--- config.mk ---
export PLATFORM = sky130hd
export DESIGN_NAME = sync_fifo_flags
export DESIGN_NICKNAME = d
export VERILOG_FILES = /design/src/rtl/sync_fifo_flags.sv
export SDC_FILE = /design/constraint.sdc
export NUM_CORES = 1
export LEC_CHECK = 0
export CAP_MARGIN = 20
export CORE_UTILIZATION = 59
export DETAILED_ROUTE_END_ITERATION = 8
export PLACE_DENSITY = 0.84
export SLEW_MARGIN = 20
export SYNTH_ARGS = -nofsm -noshare
export SYNTH_HDL_FRONTEND = slang
export SYNTH_SLANG_ARGS = --single-unit
--- constraint.sdc ---
create_clock -name clk -period 3.62 [get_ports clk]
set_clock_uncertainty 0.2 [all_clocks]
set_input_delay 1.086 -clock clk [delete_from_list [all_inputs] [get_ports clk]]
set_output_delay 1.086 -clock clk [all_outputs]
set_load 0.01 [all_outputs]
--- src/rtl/sync_fifo_flags.sv ---
// Single-clock FIFO with occupancy count, programmable almost-full/almost-empty,
// optional first-word-fall-through read, synchronous flush and sticky error flags.
module sync_fifo_flags #(
  parameter int DATA_WIDTH    = 8,
  parameter int ADDR_WIDTH    = 4,
  parameter int AFULL_THRESH  = 14,
  parameter int AEMPTY_THRESH = 2,
  parameter int FWFT          = 0
) (
  input  logic                  clk,
  input  logic                  rst_n,
  input  logic                  winc,
  input  logic [DATA_WIDTH-1:0] wdata,
  input  logic                  rinc,
  output logic [DATA_WIDTH-1:0] rdata,
  input  logic                  flush,
  input  logic                  clr_err,
  output logic                  full,
  output logic                  empty,
  output logic                  almost_full,
  output logic                  almost_empty,
  output logic [ADDR_WIDTH:0]   count,
  output logic                  overflow,
  output logic                  underflow
);

  localparam int DEPTH = 1 << ADDR_WIDTH;
  localparam logic [ADDR_WIDTH:0]   DEPTH_C  = DEPTH[ADDR_WIDTH:0];
  localparam logic [ADDR_WIDTH:0]   AFULL_C  = AFULL_THRESH[ADDR_WIDTH:0];
  localparam logic [ADDR_WIDTH:0]   AEMPTY_C = AEMPTY_THRESH[ADDR_WIDTH:0];
  localparam logic [ADDR_WIDTH:0]   CNT_ONE  = 1;
  localparam logic [ADDR_WIDTH-1:0] PTR_ONE  = 1;

  logic [DATA_WIDTH-1:0] mem [DEPTH];

  logic [ADDR_WIDTH-1:0] wptr_q, wptr_d;
  logic [ADDR_WIDTH-1:0] rptr_q, rptr_d;
  logic [ADDR_WIDTH:0]   count_q, count_d;
  logic                  overflow_q, overflow_d;
  logic                  underflow_q, underflow_d;
  logic                  full_int, empty_int;
  logic                  wr_acc, rd_acc;

  // Flags come only from the registered count, so no request input reaches them.
  assign full_int     = (count_q == DEPTH_C);
  assign empty_int    = (count_q == '0);
  assign full         = full_int;
  assign empty        = empty_int;
  assign almost_full  = (count_q >= AFULL_C);
  assign almost_empty = (count_q <= AEMPTY_C);
  assign count        = count_q;
  assign overflow     = overflow_q;
  assign underflow    = underflow_q;

  always_comb begin
    wr_acc      = winc && !full_int && !flush;
    rd_acc      = rinc && !empty_int && !flush;
    wptr_d      = wptr_q;
    rptr_d      = rptr_q;
    count_d     = count_q;
    overflow_d  = overflow_q;
    underflow_d = underflow_q;

    if (flush) begin
      wptr_d  = '0;
      rptr_d  = '0;
      count_d = '0;
    end else begin
      if (wr_acc) wptr_d = wptr_q + PTR_ONE;
      if (rd_acc) rptr_d = rptr_q + PTR_ONE;
      case ({wr_acc, rd_acc})
        2'b10:   count_d = count_q + CNT_ONE;
        2'b01:   count_d = count_q - CNT_ONE;
        default: count_d = count_q;
      endcase
    end

    // Clear first so that an error in the same cycle wins over clr_err.
    if (clr_err) begin
      overflow_d  = 1'b0;
      underflow_d = 1'b0;
    end
    if (!flush && winc && full_int)  overflow_d  = 1'b1;
    if (!flush && rinc && empty_int) underflow_d = 1'b1;
  end

  always_ff @(posedge clk or negedge rst_n) begin
    if (!rst_n) begin
      wptr_q      <= '0;
      rptr_q      <= '0;
      count_q     <= '0;
      overflow_q  <= 1'b0;
      underflow_q <= 1'b0;
    end else begin
      wptr_q      <= wptr_d;
      rptr_q      <= rptr_d;
      count_q     <= count_d;
      overflow_q  <= overflow_d;
      underflow_q <= underflow_d;
    end
  end

  // Storage is deliberately left out of reset.
  always_ff @(posedge clk) begin
    if (wr_acc) mem[wptr_q] <= wdata;
  end

  generate
    if (FWFT == 0) begin : g_std_read
      logic [DATA_WIDTH-1:0] rdata_q, rdata_d;

      always_comb begin
        rdata_d = rdata_q;
        if (rd_acc) rdata_d = mem[rptr_q];
      end

      always_ff @(posedge clk or negedge rst_n) begin
        if (!rst_n) rdata_q <= '0;
        else        rdata_q <= rdata_d;
      end

      assign rdata = rdata_q;
    end else begin : g_fwft_read
      // Head word is visible straight from storage; zero while empty keeps reset clean.
      assign rdata = empty_int ? '0 : mem[rptr_q];
    end
  endgenerate

endmodule

# After elaboration in Yosys (flattened, before gate mapping)
# Memory sizes are Yosys's and may differ from the RTL's. A register that Yosys moved wholly into a read port is not among the register bits.
# Cells that the tools add are included.
word_totals:
  ff_bits: 15
  mem_bits_rw: 128
  in_bits: 14
  out_inout_bits: 19
  elab_cells: 44
  n_memories: 1
classes:
  n_addsub: 4
  magnitude_cmp: 2
  eq_ne: 3
  muxes: 11
  n_reduce_logical: 18
memory_table:
  columns: ["memory", "depth", "word_bits", "rd", "rd_clocked_by_memory_dff", "wr", "line_no", "rtl"]
  rows:
  - ["mem", 16, 8, 1, 1, 1, "34", "logic [DATA_WIDTH-1:0] mem [DEPTH];"]
op_table:
  columns: ["operator", "n"]
  rows:
  - ["$mux W4", 4]
  - ["$pmux W5 S2", 1]
  - ["$add A4 B1 Y4 const B", 2]
  - ["$logic_and A1 B1 Y1", 8]
  - ["$reduce_bool A2 Y1", 4]
  - ["$add A5 B1 Y5 const B", 1]
  - ["$eq A5 B5 Y1 const B", 1]
  - ["$ge A5 B4 Y1 const B", 1]
  - ["$le A5 B2 Y1 const B", 1]
  - ["$logic_not A5 Y1", 1]
  - ["$mux W1", 5]
  - ["$mux W5", 1]
  - ["$sub A5 B1 Y5 const B", 1]
  - ["$logic_not A1 Y1", 4]
  - ["$reduce_bool A3 Y1", 1]
  - ["$eq A2 B1 Y1 const B", 1]
  - ["$eq A2 B2 Y1 const B", 1]

# Logic depth before layout (Yosys ltp)
# Gate-level depths: netlist (run 1).
depth:
  word_depth: 7
  depth_mapped: 10
  ltp_nobuf: 9

# Worst setup path after synthesis (run 1)
# No wires, ideal clock.
synth_path:
  path_type: "input to register"
  start: "input port rinc"
  end: "register count_q[4] (netlist: count[4])"
  setup_ps: 126
  arrival_time_ps: 3027
  required_ps: 3294
  path_slack_ps: 267
  path_stages: 9
  path_buffers: 1
  cell_sequence: "buf_2 -> or3b_1 -> mux2i_2 -> xnor2_1 -> ha_1 -> or3_1 -> a21oi_1 -> mux2i_1 -> a221o_1"
synth_between:
  elab_chain_len: 5
  word_cells_on_any_way: 7
  cone_classes: "eq/ne (2); mux (2); reduce/logical (3)"
synth_rtl:
  columns: ["element", "line_no", "rtl"]
  rows:
  - ["start: declaration", "14", "input logic rinc,"]
  - ["$logic_and A1 B1 Y1 * (2 in a row)", "57", "rd_acc = rinc && !empty_int && !flush;"]
  - ["$eq A2 B1 Y1 / $eq A2 B2 Y1 (equally long branches)", "71", "case ({wr_acc, rd_acc})"]
  - ["$pmux W5 S2", "71", null]
  - ["$mux W5", "64", "if (flush) begin"]
  - ["end signal: assignment", "97", "count_q <= count_d;"]
  - ["end: declaration", "38", "logic [ADDR_WIDTH:0] count_q, count_d;"]
# Mark *: on every way between the ends. The rest lies on a longest branch, timed or not.
# A chain may end at the register's enable or synchronous reset.

# Worst setup path after layout (run 1)
layout_path:
  start: "register count_q[1] (netlist: count[1])"
  end: "output port empty"
layout_between:
  elab_chain_len: 1
layout_rtl:
  columns: ["element", "line_no", "rtl"]
  rows:
  - ["$logic_not A5 Y1", "46", "assign empty_int = (count_q == '0);"]
  - ["end: declaration", "19", "output logic empty,"]
# No other way between the ends.

==> impl_metrics.toml, run 1 <==
[setup_path]
arrival_ps = 2200
crit_chain = "nor4_4 -> nand2b_2 -> inv_2 -> clkdlybuf4s50_1"
path_class = "flip-flop to primary output"
slowest_delay_ps = 540
critPathMaxFanout = 8
crit_path_start = "count[1]"
critical_path_required_ps = 2330
critPathCaptureType = "primary output"
cpMaxStageDelayCell = "clkdlybuf4s50_1"
critPathLaunchType = "flip-flop"
worstReg2RegStart = "count[1]"

[logic_synthesis]
synth_nets = 362
ys_ff_latch = 151
synth_most_common_cell = "edfxtp_1"
synth_cells = 341
synth_edf_count = 128
synthFlopType = "edfxtp_1"
ys_types = 44
synthTopCellsByArea = "edfxtp_1, mux4_2, dfrtp_1"
ys_seq_area_frac = 0.715
synthArstFlopShare = 0.152
netlist.top_cell.by_area = "edfxtp_1"
synth.avg_cell_area_um2 = 18.1
syn_area_um2 = 6180
ys_warn_count = 0
ys_top_cells_by_count = "edfxtp_1, mux4_2, nor2_1"
netlist.area_leader.share = 0.622

[finish]
area_growth_pct = 21.4
nets = 433
antenna_cells = 0
drive_above_1_share = 0.268

[route]
drtPass1Iterations = 5
wirelength_mm = 13.1
drc = 0
dr.first_iter.drc_count = 294
vias = 3531
wire_per_inst_um = 23.4
ant_nets = 0
drt-vias-per-instance = 6.29

[floorplan]
start_util = 0.604
die_height_um = 104
die_area_um2 = 10900
coreArea_um2 = 10200
die_x_um = 104
rows = 37
io_pins = 33

[global_routing]
grt-ovfl-total = 0
antenna_found_initial = 0
grt_start_max_net_pins = 36
grt_pass1_vias = 3502
grt_first_pass_wirelength_mm = 19.9
grt_usage = 0.258

[clock_tree]
clock-sinks = 151
cts_tree = "built"
clkLatencyLatePin_ps = 530
htree_levels = 4
cts_max_path_buffers = 2
clkTransAtPathRegs_ps = 60
cts_root_buffer = "clkbuf_8"
cts_buffers = 17

[sta]
fmax_ghz = 0.286
hold_viol = 0
rsz0062_at_grt = "no"
min_period_ps = 3490
fin_crit_sh = 0.964
hold_ws_ps = 336
worstMarginPinSlew_ps = 1070
relSlewSlack = 0.284
finalSetupViolCount = 0
fin_tns_setup_ps = 0
drv_slew = 0

[place]
dp_hpwl_mm = 8.32
place_congestion = 0.823
port_buffers = 32

[power]
finalPower_w = 0.00525
p_leak_nw = 2.56
peakVddDrop_mv = 0.449
power_density_nw_per_um2 = 700

[status]
status = "finished clean"

[hold_path]
holdCritStartpoint = "overflow"
min_path_type = "flip-flop to flip-flop"

[flow_run]
cap_viol_max_count = 0
[state kept, by name, summed over array words and instances (netlist names)]
name,count
overflow,1
underflow,1
rptr_q,4
count,5
mem,128
wptr_q,4
rdata,8
[layout make-up]
type                            count  area [um2]
Fill cell                         576        2720
Clock inverter                     15         208
Inverter                            8        30.0
Tap cell                          136         170
Clock buffer                       17         414
Sequential cell                   151        4420
Timing Repair Buffer               70         618
Multi-Input combinational cell    164        1650
[per-layer routing]
| metal | global-route usage | part of all wire |
|---|---|---|
| met4 | 0.142 | 0.039 |
| met2 | 0.412 | 0.51 |
| met1 | 0.332 | 0.39 |
| met3 | 0.0576 | 0.065 |
| met5 | 0 | 0 |
[where the power goes]
group / internal [W] / leakage [nW] / switching [W] / total [W]
sequential: 0.00199 / 1.44 / 0.000164 / 0.00216
combinational: 0.000678 / 0.808 / 0.000587 / 0.00127
clock: 0.00108 / 0.306 / 0.000749 / 0.00183
total: 0.00375 / 2.56 / 0.00150 / 0.00525
[cells in the final DEF (no fill, tap or decap), drive strengths merged, types with 14 or more instances in the layout]
| cell | Yosys | routed |
|---|---|---|
| clkdlybuf4s50 | 0 | 32 |
| nor2 | 32 | 32 |
| mux4 | 32 | 32 |
| nand2 | 14 | 14 |
| clkbuf | 8 | 17 |
| edfxtp | 128 | 128 |
| inv | 8 | 16 |
| buf | 10 | 38 |
| dfrtp | 23 | 23 |
| mux2i | 19 | 19 |
[what timing repair did]
action	4_1_cts	5_1_grt
endpoints found under the setup margin	1	1
setup buffers	1	0
gates resized for setup	0	0
hold buffers	0	0
pin swaps	1	1
[metrics by stage]
stage	cells	util	setup slack [ps]	cell area, um2
final	561	0.734	129	7510
after detailed placement	528	0.672	-199	6880
after global placement	528	0.672	-87.0	6880
after global routing	561	0.734	33.2	7510
after floorplan	341	-	267	6180
after CTS	561	0.734	91.2	7510
[path summary, 6_finish.rpt]
| kind | to | slack, ps | cells after the start |
|---|---|---|---|
| hold reg to reg | overflow | 340 | 2 |
| min in group asynchronous | rptr_q[3] | 730 | 2 |
| max in group asynchronous | rptr_q[0] | 2230 | 2 |
| setup / recovery | empty | 130 | 4 |
| hold / removal | overflow | 340 | 2 |
| setup reg to reg | count[4] | 630 | 9 |
[cells by family (layout without fill, tap and decap cells)]
kind of cell               count (synthesis)  in the layout  share of synthesized area
adders and majority gates                  7              7                     0.0142
DFF                                      151            151                      0.715
xor gates and xnor gates                   8              8                     0.0113
AOI/OAI and AO/OA                         25             25                     0.0324
and+or+nand+nor                           71             71                     0.0569
buffers and inverters                     26            110                     0.0188
muxes                                     53             53                      0.152
[critical path, delay by kind of cell, from the launching register on]
family | cells | cell delay (ps)
DFF | 1 | 480
buffers and inverters | 2 | 640
and+or+nand+nor | 2 | 550
No activity file was read; power rests on OpenSTA's default activity.
==> run 2, diff against run 1 <==
- CORE_UTILIZATION: 59 -> 60
- DONT_BUFFER_PORTS: unset -> 1
- PLACE_DENSITY: 0.84 -> 0.81
==> run 2 against run 1 <==
Compared with the run above: setup slack improved by 320 ps; wire length decreased by 7.4%; critical endpoint unchanged; die area decreased by 1.6%; register-to-register slack improved by 70 ps.
==> impl_metrics.toml, run 2 (same netlist as run 1, synthesis figures left out) <==
[finish]
largest_register = "mem"
drive_above_1_share = 0.259
final_area_um2 = 7000
nets = 383
area_growth_pct = 13.2
final_common_cell = "edfxtp_1"
fin_cells = 508
largest_reg_flops = 128
layout_common_cells = "edfxtp_1, nor2_1, mux4_2, dfrtp_1, buf_4"
fin_util = 0.709
antenna_cells = 0

[clock_tree]
cts_root_buffer = "clkbuf_8"
htree_levels = 4
hold_buffers = 0
cts_tree = "built"
cts_max_path_buffers = 2
clkTransAtPathRegs_ps = 70
cts_setup_buffers = 0
cts_resized = 0
clock-sinks = 151
clkLatencyLatePin_ps = 510
cts_buffers = 17

[global_routing]
grt_start_max_net_pins = 36
grt_pass1_vias = 3365
grt_first_pass_wirelength_mm = 19.0
antenna_found_initial = 0
grt-ovfl-total = 0
grt_usage = 0.249

[sta]
drv_slew = 0
worstMarginPinSlew_ps = 1040
fmax_ghz = 0.316
finalSetupViolCount = 0
rsz0062_at_grt = "no"
hold_ws_ps = 61.9
relSlewSlack = 0.306
min_period_ps = 3170
fin_crit_sh = 0.875
hold_viol = 0
fin_tns_setup_ps = 0

[route]
drt-vias-per-instance = 6.21
ant_nets = 0
wire_per_inst_um = 23.9
drtPass1Iterations = 4
wirelength_mm = 12.2
drc = 0
dr.first_iter.drc_count = 295
vias = 3155

[floorplan]
start_util = 0.627
io_pins = 33
rows = 36
coreArea_um2 = 9860
die_height_um = 104
die_x_um = 104
die_area_um2 = 10700

[status]
status = "finished clean"

[setup_path]
worstReg2RegStart = "count[1]"
critPathCaptureType = "primary output"
arrival_ps = 1880
worstRegToRegCells = 9
timing.rr.end = "count[4]"
path_class = "flip-flop to primary output"
crit_path_start = "count[1]"
critPathLaunchType = "flip-flop"
critPathMaxFanout = 8
r2r_slack_ps = 700
critical_path_required_ps = 2330

[hold_path]
min_path_type = "input port to async pin"

[flow_run]
cap_viol_max_count = 0

[power]
peakVddDrop_mv = 0.495
p_leak_nw = 2.31
power_density_nw_per_um2 = 683

[place]
dp_hpwl_mm = 7.12
place_congestion = 0.831
numPlacedInstances = 476
port_buffers = 0
placed_cell_area_um2 = 6430
[run 2: cell types whose count changed in the layout (fill, tap and decap cells not counted), moves of 2 or more]
cell,previous run,this run
buf_4,37,19
clkinvlp_4,0,2
clkdlybuf4s50_1,32,0
bufinv_16,3,0
[run 2: final cells by class]
class                      instances  area (um2)
clock buffer                      17         414
clock inverter                    15         156
tap                              133         166
inverter                           8        30.0
timing repair buffer              20         163
fill                             587        2870
sequential                       151        4420
multi-input combinational        164        1650
[run 2: worst max path at each step]
stage	to	cells past startpoint
5_1_grt	full	3
3_3_place_gp	count[4]	8
6_report	empty	3
3_5_place_dp	count[4]	8
2_1_floorplan	count[4]	9
4_1_cts	empty	3
[run 2: power breakdown]
part / switching [W] / internal (W)
registers: 0.000155 / 0.00199
logic: 0.000505 / 0.000479
clock network: 0.000757 / 0.000887
total: 0.00142 / 0.00336
[run 2: per-stage QoR]
stage / setup WS [ps] / power, W
after detailed placement: 399 / 0.00316
final: 451 / 0.00478
after CTS: 416 / 0.00481
after floorplan: 267 / 0.00293
after global placement: 439 / 0.00313
after global routing: 316 / 0.00498
[run 2: worst max-delay path: stages, from the launching register on]
cell and delay, ps:
dfrtp_1 510, nor4_4 550, nand2b_2 170, inv_2 140
[run 2: metal layers]
metal	share of wire	track usage	vias to the layer above	wire length (um)
met5	0	0	-	0
met4	0.027	0.102	0	332
met3	0.071	0.0843	20	864
met2	0.53	0.414	133	6390
met1	0.38	0.300	1615	4560
li1	-	-	1387	-
